### config.mk
export PLATFORM = sky130hd
export DESIGN_NAME = fpu_share_ctrl_flat
export DESIGN_NICKNAME = d
export VERILOG_FILES = /design/src/rtl/fpu_share_if.sv /design/src/rtl/fpu_share_ctrl.sv /design/src/flat_wrapper.sv
export SDC_FILE = /design/constraint.sdc
export NUM_CORES = 1
export LEC_CHECK = 0
export CAP_MARGIN = 20
export CORE_AREA = 2 2 182 184
export DETAILED_ROUTE_END_ITERATION = 12
export DIE_AREA = 0 0 184 186
export GPL_TIMING_DRIVEN = 0
export HOLD_SLACK_MARGIN = 0.02
export SLEW_MARGIN = 20
export SYNTH_ARGS = -nofsm -noshare
export SYNTH_HDL_FRONTEND = slang
export SYNTH_SLANG_ARGS = --single-unit
### constraint.sdc
create_clock -name clk -period 6.25 [get_ports clk]
set_input_delay 1.5625 -clock clk [delete_from_list [all_inputs] [get_ports clk]]
set_output_delay 1.5625 -clock clk [all_outputs]
set_load 0.05 [all_outputs]
### src/rtl/fpu_share_if.sv
// Signal bundle between fpu_share_ctrl, its client requesters and the shared FPU core.
// slave = controller side, master = clients + FPU side.
interface fpu_share_if #(
    parameter int NREQ = 4
);
    logic [NREQ-1:0]        req_valid;
    logic [NREQ-1:0]        req_ready;
    logic [NREQ-1:0][2:0]   req_op;
    logic [NREQ-1:0][1:0]   req_rmode;
    logic [NREQ-1:0][31:0]  req_opa;
    logic [NREQ-1:0][31:0]  req_opb;
    logic [NREQ-1:0]        rsp_valid;
    logic [31:0]            rsp_out;
    logic [7:0]             rsp_flags;
    logic                   busy;
    logic [2:0]             fpu_op;
    logic [1:0]             fpu_rmode;
    logic [31:0]            fpu_opa;
    logic [31:0]            fpu_opb;
    logic [31:0]            fpu_out;
    logic [7:0]             fpu_flags;
    logic [NREQ-1:0]        flag_clr;
    logic [NREQ-1:0][7:0]   sticky_flags;

    modport slave (
        input  req_valid, req_op, req_rmode, req_opa, req_opb, fpu_out, fpu_flags, flag_clr,
        output req_ready, rsp_valid, rsp_out, rsp_flags, busy,
               fpu_op, fpu_rmode, fpu_opa, fpu_opb, sticky_flags
    );

    modport master (
        output req_valid, req_op, req_rmode, req_opa, req_opb, fpu_out, fpu_flags, flag_clr,
        input  req_ready, rsp_valid, rsp_out, rsp_flags, busy,
               fpu_op, fpu_rmode, fpu_opa, fpu_opb, sticky_flags
    );
endinterface

### src/rtl/fpu_share_ctrl.sv
// Round-robin time-sharing of one fixed-latency FPU among NREQ requesters.
// Optional per-requester sticky exception flags when FPU_SHARE_STICKY_EN is defined.
`ifdef FPU_SHARE_STICKY_EN
module fpu_share_sticky_lane (
    input  logic       clk,
    input  logic       rst_n,
    input  logic       set,
    input  logic [7:0] flags,
    input  logic       clr,
    output logic [7:0] sticky
);
    // set has priority so a flag raised in the clearing cycle is never lost
    always_ff @(posedge clk or negedge rst_n) begin
        if (!rst_n)   sticky <= '0;
        else if (set) sticky <= sticky | flags;
        else if (clr) sticky <= '0;
    end
endmodule
`endif

module fpu_share_ctrl #(
    parameter int NREQ    = 4,
    parameter int FPU_LAT = 4
) (
    input logic          clk,
    input logic          rst_n,
    fpu_share_if.slave   bus
);
    localparam int PW = (NREQ > 1) ? $clog2(NREQ) : 1;
    localparam int CW = $clog2(FPU_LAT + 1);

    typedef enum logic [1:0] {IDLE, WAIT, RESP} state_t;

    state_t        state, state_nxt;
    logic [PW-1:0] ptr, gnt, gnt_q;
    logic          gnt_vld, accept;
    logic [CW-1:0] cnt;
    logic [2:0]    fpu_op_q;
    logic [1:0]    fpu_rmode_q;
    logic [31:0]   fpu_opa_q, fpu_opb_q, rsp_out_q;
    logic [7:0]    rsp_flags_q;

    // Search ptr, ptr+1, ... wrapping; iterate backwards so the nearest one wins.
    always_comb begin
        gnt     = '0;
        gnt_vld = 1'b0;
        for (int k = NREQ - 1; k >= 0; k--) begin
            if (bus.req_valid[(int'(ptr) + k) % NREQ]) begin
                gnt     = PW'((int'(ptr) + k) % NREQ);
                gnt_vld = 1'b1;
            end
        end
    end

    assign accept = (state == IDLE) && gnt_vld;

    always_ff @(posedge clk or negedge rst_n) begin
        if (!rst_n) state <= IDLE;
        else        state <= state_nxt;
    end

    always_comb begin
        state_nxt = state;
        case (state)
            IDLE: if (accept) state_nxt = WAIT;
            WAIT: if (cnt <= CW'(1)) state_nxt = RESP;
            RESP: state_nxt = IDLE;
            default: state_nxt = IDLE;
        endcase
    end

    always_ff @(posedge clk or negedge rst_n) begin
        if (!rst_n) begin
            ptr         <= '0;
            gnt_q       <= '0;
            cnt         <= '0;
            fpu_op_q    <= '0;
            fpu_rmode_q <= '0;
            fpu_opa_q   <= '0;
            fpu_opb_q   <= '0;
            rsp_out_q   <= '0;
            rsp_flags_q <= '0;
        end else if (accept) begin
            fpu_op_q    <= bus.req_op[gnt];
            fpu_rmode_q <= bus.req_rmode[gnt];
            fpu_opa_q   <= bus.req_opa[gnt];
            fpu_opb_q   <= bus.req_opb[gnt];
            gnt_q       <= gnt;
            ptr         <= (int'(gnt) == NREQ - 1) ? '0 : gnt + PW'(1);
            cnt         <= CW'(FPU_LAT);
        end else if (state == WAIT) begin
            cnt <= cnt - CW'(1);
            if (cnt <= CW'(1)) begin
                rsp_out_q   <= bus.fpu_out;
                rsp_flags_q <= bus.fpu_flags;
            end
        end
    end

    // rst_n gate keeps req_ready low while reset is held with requests pending.
    for (genvar i = 0; i < NREQ; i++) begin : g_lane
        assign bus.req_ready[i] = rst_n && accept && (gnt == PW'(i));
        assign bus.rsp_valid[i] = (state == RESP) && (gnt_q == PW'(i));
    end

    assign bus.busy      = (state != IDLE);
    assign bus.fpu_op    = fpu_op_q;
    assign bus.fpu_rmode = fpu_rmode_q;
    assign bus.fpu_opa   = fpu_opa_q;
    assign bus.fpu_opb   = fpu_opb_q;
    assign bus.rsp_out   = rsp_out_q;
    assign bus.rsp_flags = rsp_flags_q;

`ifdef FPU_SHARE_STICKY_EN
    for (genvar i = 0; i < NREQ; i++) begin : g_sticky
        fpu_share_sticky_lane u_lane (
            .clk    (clk),
            .rst_n  (rst_n),
            .set    (bus.rsp_valid[i]),
            .flags  (rsp_flags_q),
            .clr    (bus.flag_clr[i]),
            .sticky (bus.sticky_flags[i])
        );
    end
`else
    logic unused_flag_clr;
    assign unused_flag_clr  = ^bus.flag_clr;
    assign bus.sticky_flags = '0;
`endif
endmodule

### src/flat_wrapper.sv
// flat-port wrapper written by rule: the top's interface ports become plain ports
module fpu_share_ctrl_flat 
#(
    parameter int NREQ    = 4,
    parameter int FPU_LAT = 4
)
  (clk, rst_n, bus_req_valid, bus_req_op, bus_req_rmode, bus_req_opa, bus_req_opb, bus_fpu_out, bus_fpu_flags, bus_flag_clr, bus_req_ready, bus_rsp_valid, bus_rsp_out, bus_rsp_flags, bus_busy, bus_fpu_op, bus_fpu_rmode, bus_fpu_opa, bus_fpu_opb, bus_sticky_flags);
  fpu_share_if #(.NREQ(NREQ)) bus_i ();
  input logic clk;
  input logic rst_n;
  input wire logic [$bits(bus_i.req_valid)-1:0] bus_req_valid;
  input wire logic [$bits(bus_i.req_op)-1:0] bus_req_op;
  input wire logic [$bits(bus_i.req_rmode)-1:0] bus_req_rmode;
  input wire logic [$bits(bus_i.req_opa)-1:0] bus_req_opa;
  input wire logic [$bits(bus_i.req_opb)-1:0] bus_req_opb;
  input wire logic [$bits(bus_i.fpu_out)-1:0] bus_fpu_out;
  input wire logic [$bits(bus_i.fpu_flags)-1:0] bus_fpu_flags;
  input wire logic [$bits(bus_i.flag_clr)-1:0] bus_flag_clr;
  output wire logic [$bits(bus_i.req_ready)-1:0] bus_req_ready;
  output wire logic [$bits(bus_i.rsp_valid)-1:0] bus_rsp_valid;
  output wire logic [$bits(bus_i.rsp_out)-1:0] bus_rsp_out;
  output wire logic [$bits(bus_i.rsp_flags)-1:0] bus_rsp_flags;
  output wire logic [$bits(bus_i.busy)-1:0] bus_busy;
  output wire logic [$bits(bus_i.fpu_op)-1:0] bus_fpu_op;
  output wire logic [$bits(bus_i.fpu_rmode)-1:0] bus_fpu_rmode;
  output wire logic [$bits(bus_i.fpu_opa)-1:0] bus_fpu_opa;
  output wire logic [$bits(bus_i.fpu_opb)-1:0] bus_fpu_opb;
  output wire logic [$bits(bus_i.sticky_flags)-1:0] bus_sticky_flags;
  assign bus_i.req_valid = bus_req_valid;
  assign bus_i.req_op = bus_req_op;
  assign bus_i.req_rmode = bus_req_rmode;
  assign bus_i.req_opa = bus_req_opa;
  assign bus_i.req_opb = bus_req_opb;
  assign bus_i.fpu_out = bus_fpu_out;
  assign bus_i.fpu_flags = bus_fpu_flags;
  assign bus_i.flag_clr = bus_flag_clr;
  assign bus_req_ready = bus_i.req_ready;
  assign bus_rsp_valid = bus_i.rsp_valid;
  assign bus_rsp_out = bus_i.rsp_out;
  assign bus_rsp_flags = bus_i.rsp_flags;
  assign bus_busy = bus_i.busy;
  assign bus_fpu_op = bus_i.fpu_op;
  assign bus_fpu_rmode = bus_i.fpu_rmode;
  assign bus_fpu_opa = bus_i.fpu_opa;
  assign bus_fpu_opb = bus_i.fpu_opb;
  assign bus_sticky_flags = bus_i.sticky_flags;
  fpu_share_ctrl #(.NREQ(NREQ), .FPU_LAT(FPU_LAT)) u_core (.clk(clk), .rst_n(rst_n), .bus(bus_i));
endmodule
==> flow_summary.yaml <==
run_status:
  outcome: "complete, no violations"
setup_path:
  cpLargestDelayFamily: "buffers and inverters"
  max_stage_delay_ns: 0.85
  crit_end: "bus_req_ready[3]"
  reg2reg_from: "u_core.ptr[1]"
  r2r_cells: 7
  worst_ep_arrival_time_ns: 4.34
  crit_path_end_kind: "output port"
  cp-start-kind: "primary input"
  worst-path-stages: 9
  startpoint: "bus_req_valid[1]"
  rrSetupSlack_ns: 3.77
  worst_r2r_endpoint: "u_core.bus.fpu_opb[23]"
  crit_buf_inv: 5
  worstSetupPathType: "in -> out"
  crit_fanout: 10
  path_cells: "clkdlybuf4s50_1 > a21boi_0 > o221a_1 > buf_2 > buf_6 > buf_6 > nand3_1 > nor2_1 > clkdlybuf4s50_1"
  crit_slowest_cell: "clkdlybuf4s50_1"
  cp.required_ns: 4.69
clocking:
  cts_tree: "built"
  ctsHtreeMaxLevel: 4
  clkTransAtPathRegs_ns: 0.06
  cts_setup_buffers: 0
  cts-root-buf: "clkbuf_16"
  insertion_delay_ns: 0.42
  clkSinkCount: 118
  cts_made_buffers: 17
  cts.path.max_buffers: 2
floorplan:
  core-area_sq_um: 32200
  die_area_sq_um: 34200
  die_w_microns: 184
  die_h_microns: 186
  initial_core_util_pct: 20.9
  num_io_pins: 476
  rows: 66
route:
  wl_per_cell_microns: 17.9
  routed_wl_microns: 30500
  antenna_left: 0
  drtPass1Iterations: 5
  drtIter0Drc: 261
  vias: 7501
  viasPerCell: 4.41
  drc: 0
grt:
  antenna_found_initial: 0
  track_usage_pct: 17.2
  grt_pass1_wl_microns: 44600
  gr-total-overflow: 0
  grt_start_max_net_pins: 74
  grt_pass1_vias: 7678
final_layout:
  syn2layout_area_growth_pct: 83.8
  num-nets-final: 1608
  antenna_cells: 0
  instances_no_fill: 1701
  drive_gt1_share_pct: 12.7
timing:
  finalCritPeriodShare_pct: 94.5
  max_clock_freq_mhz: 169
  slew_headroom_pct: 57.9
  setup_viol: 0
  worst_pin_slew_ns: 0.627
  final.min_clock_period_ns: 5.91
  slew_viol_final: 0
  rsz0062_at_grt: "false"
  skew_ns: 0.0174
  hold_viol_final: 0
  worst_slack_ns: 0.344
job:
  maxCapViolations: 0
placement:
  numPortBuffers: 439
  place_inst: 1669
  dp_slack_ns: 0.0686
  routabilityCongestion: 0.805
  dp_hpwl_microns: 23600
power:
  ir_worst_vdd_mv: 0.335
  powerDensity_nw_per_um2: 504
  totalPowerFinal_uw: 6230
  power.leakage_uw: 0.00562
synth:
  avgSynthCellArea_sq_um: 8.52
  synth_cell_types: 35
  syn_inst: 790
  syn_area_sq_um: 6730
  yosys_register_bits: 118
  yosysSeqAreaShare_pct: 43.9
  synth_warnings: 0
hold_path:
  min_path_type: "reg -> reg"
==> flip-flops by register name, indices dropped and copies added, names as in the netlist, 3 cells and up <==
name and flops:
u_core.bus.rsp_flags 8, u_core.bus.fpu_opb 32, u_core.cnt 3, u_core.bus.rsp_out 32, u_core.bus.fpu_opa 32, u_core.bus.fpu_op 3
==> cells in the final DEF (no fill, tap or decap), types with 3 or more instances in the layout <==
| cell | count |
|---|---|
| buf_4 | 33 |
| inv_8 | 7 |
| conb_1 | 32 |
| nand2_1 | 283 |
| a21oi_1 | 130 |
| buf_2 | 30 |
| buf_6 | 14 |
| nand3_1 | 5 |
| a21oi_2 | 10 |
| nor2b_1 | 3 |
| dfrtp_1 | 118 |
| nor2_1 | 9 |
| a211o_1 | 69 |
| inv_1 | 5 |
| clkbuf_16 | 17 |
| clkdlybuf4s50_1 | 436 |
| inv_6 | 4 |
| o21ai_0 | 4 |
| mux2_2 | 40 |
| clkbuf_1 | 14 |
==> cells by family (layout without fill, tap and decap cells) <==
kind of cell | count (synthesis) | in the layout | share of synthesized area [%]
buffers and inverters | 96 | 568 | 9.31
and+or+nand+nor | 310 | 310 | 18.0
DFF | 118 | 118 | 43.9
AOI/OAI and AO/OA | 220 | 220 | 21.2
xor gates and xnor gates | 2 | 2 | 0.260
muxes | 41 | 41 | 6.92
adders and majority gates | 2 | 2 | 0.372
other | 1 | 32 | 0.0557
==> metrics by stage <==
| stage | util [%] | instance area (sq um) | setup TNS (ns) | hold WS, ns |
|---|---|---|---|---|
| after global routing | 38.4 | 12400 | 0 | 0.497 |
| after global placement | 36.5 | 11800 | -219.46 | 0.468 |
| final | 38.4 | 12400 | 0 | 0.486 |
| after detailed placement | 36.6 | 11800 | 0 | 0.475 |
| after floorplan | - | 6850 | 0 | 0.469 |
| after CTS | 38.4 | 12400 | 0 | 0.489 |
==> repair_timing <==
| action | CTS | global route |
|---|---|---|
| gates resized for setup | 0 | 2 |
| setup endpoints to repair | 0 | 2 |
| hold buffers | 0 | 0 |
==> metal layers <==
| metal | up-vias | global-route usage (%) | routed length (microns) |
|---|---|---|---|
| li1 | 3604 | - | - |
| met1 | 3552 | 18.6 | 11800 |
| met2 | 327 | 32.8 | 15900 |
| met3 | 18 | 5.22 | 2480 |
| met4 | 0 | 3.87 | 361 |
| met5 | - | 0 | 0 |
==> cells in the mapped netlist <==
cell | n | area share (%)
or3b_1 | 1 | 0.13
and3_1 | 1 | 0.093
nand2b_1 | 1 | 0.093
ha_1 | 2 | 0.37
xnor2_1 | 2 | 0.26
nor2b_1 | 3 | 0.28
nor3b_1 | 1 | 0.11
a221o_1 | 1 | 0.15
a21boi_0 | 1 | 0.11
nand2_1 | 283 | 16
buf_2 | 30 | 2.2
a21oi_2 | 10 | 1.3
a211o_1 | 69 | 9.0
a21o_1 | 2 | 0.22
or2_1 | 1 | 0.093
conb_1 | 1 | 0.056
and2_1 | 1 | 0.093
nand3_1 | 5 | 0.37
inv_1 | 5 | 0.28
nor4_1 | 1 | 0.093
clkbuf_1 | 14 | 0.78
a21oi_1 | 130 | 9.7
nor3_1 | 1 | 0.074
o221a_1 | 1 | 0.17
buf_4 | 33 | 3.7
o21bai_1 | 1 | 0.11
buf_6 | 14 | 2.3
mux2_2 | 40 | 6.7
and3b_1 | 1 | 0.13
o221ai_2 | 1 | 0.22
or2_4 | 1 | 0.13
mux2_4 | 1 | 0.22
nor2_1 | 9 | 0.50
dfrtp_1 | 118 | 44
o21ai_0 | 4 | 0.30
==> worst min path at each step <==
stage / from / endpoint / slack (ns) / cells past startpoint
2_1_floorplan: u_core.cnt[1] / u_core.cnt[1] / 0.47 / 2
3_3_place_gp: u_core.bus.fpu_opa[19] / u_core.bus.fpu_opa[19] / 0.47 / 1
3_5_place_dp: u_core.bus.fpu_opa[28] / u_core.bus.fpu_opa[28] / 0.47 / 1
4_1_cts: u_core.bus.fpu_opa[6] / u_core.bus.fpu_opa[6] / 0.49 / 1
5_1_grt: u_core.bus.fpu_opa[6] / u_core.bus.fpu_opa[6] / 0.50 / 1
6_report: u_core.bus.fpu_opa[2] / u_core.bus.fpu_opa[2] / 0.49 / 1
==> area by class of cell <==
type	count	area, sq um
fillers	3307	19800
repair buffers	440	4430
multi-input cells	607	3270
flip-flops and latches	118	2950
plain buffers	91	608
well taps	408	510
clock buffers	17	425
clock inverters	15	154
inverters	5	18.8
==> where the power goes <==
part	internal [uW]	switching, uW
combinational	1430	2440
sequential	1150	220
clock	535	454
(Power assumes the default switching activity.)
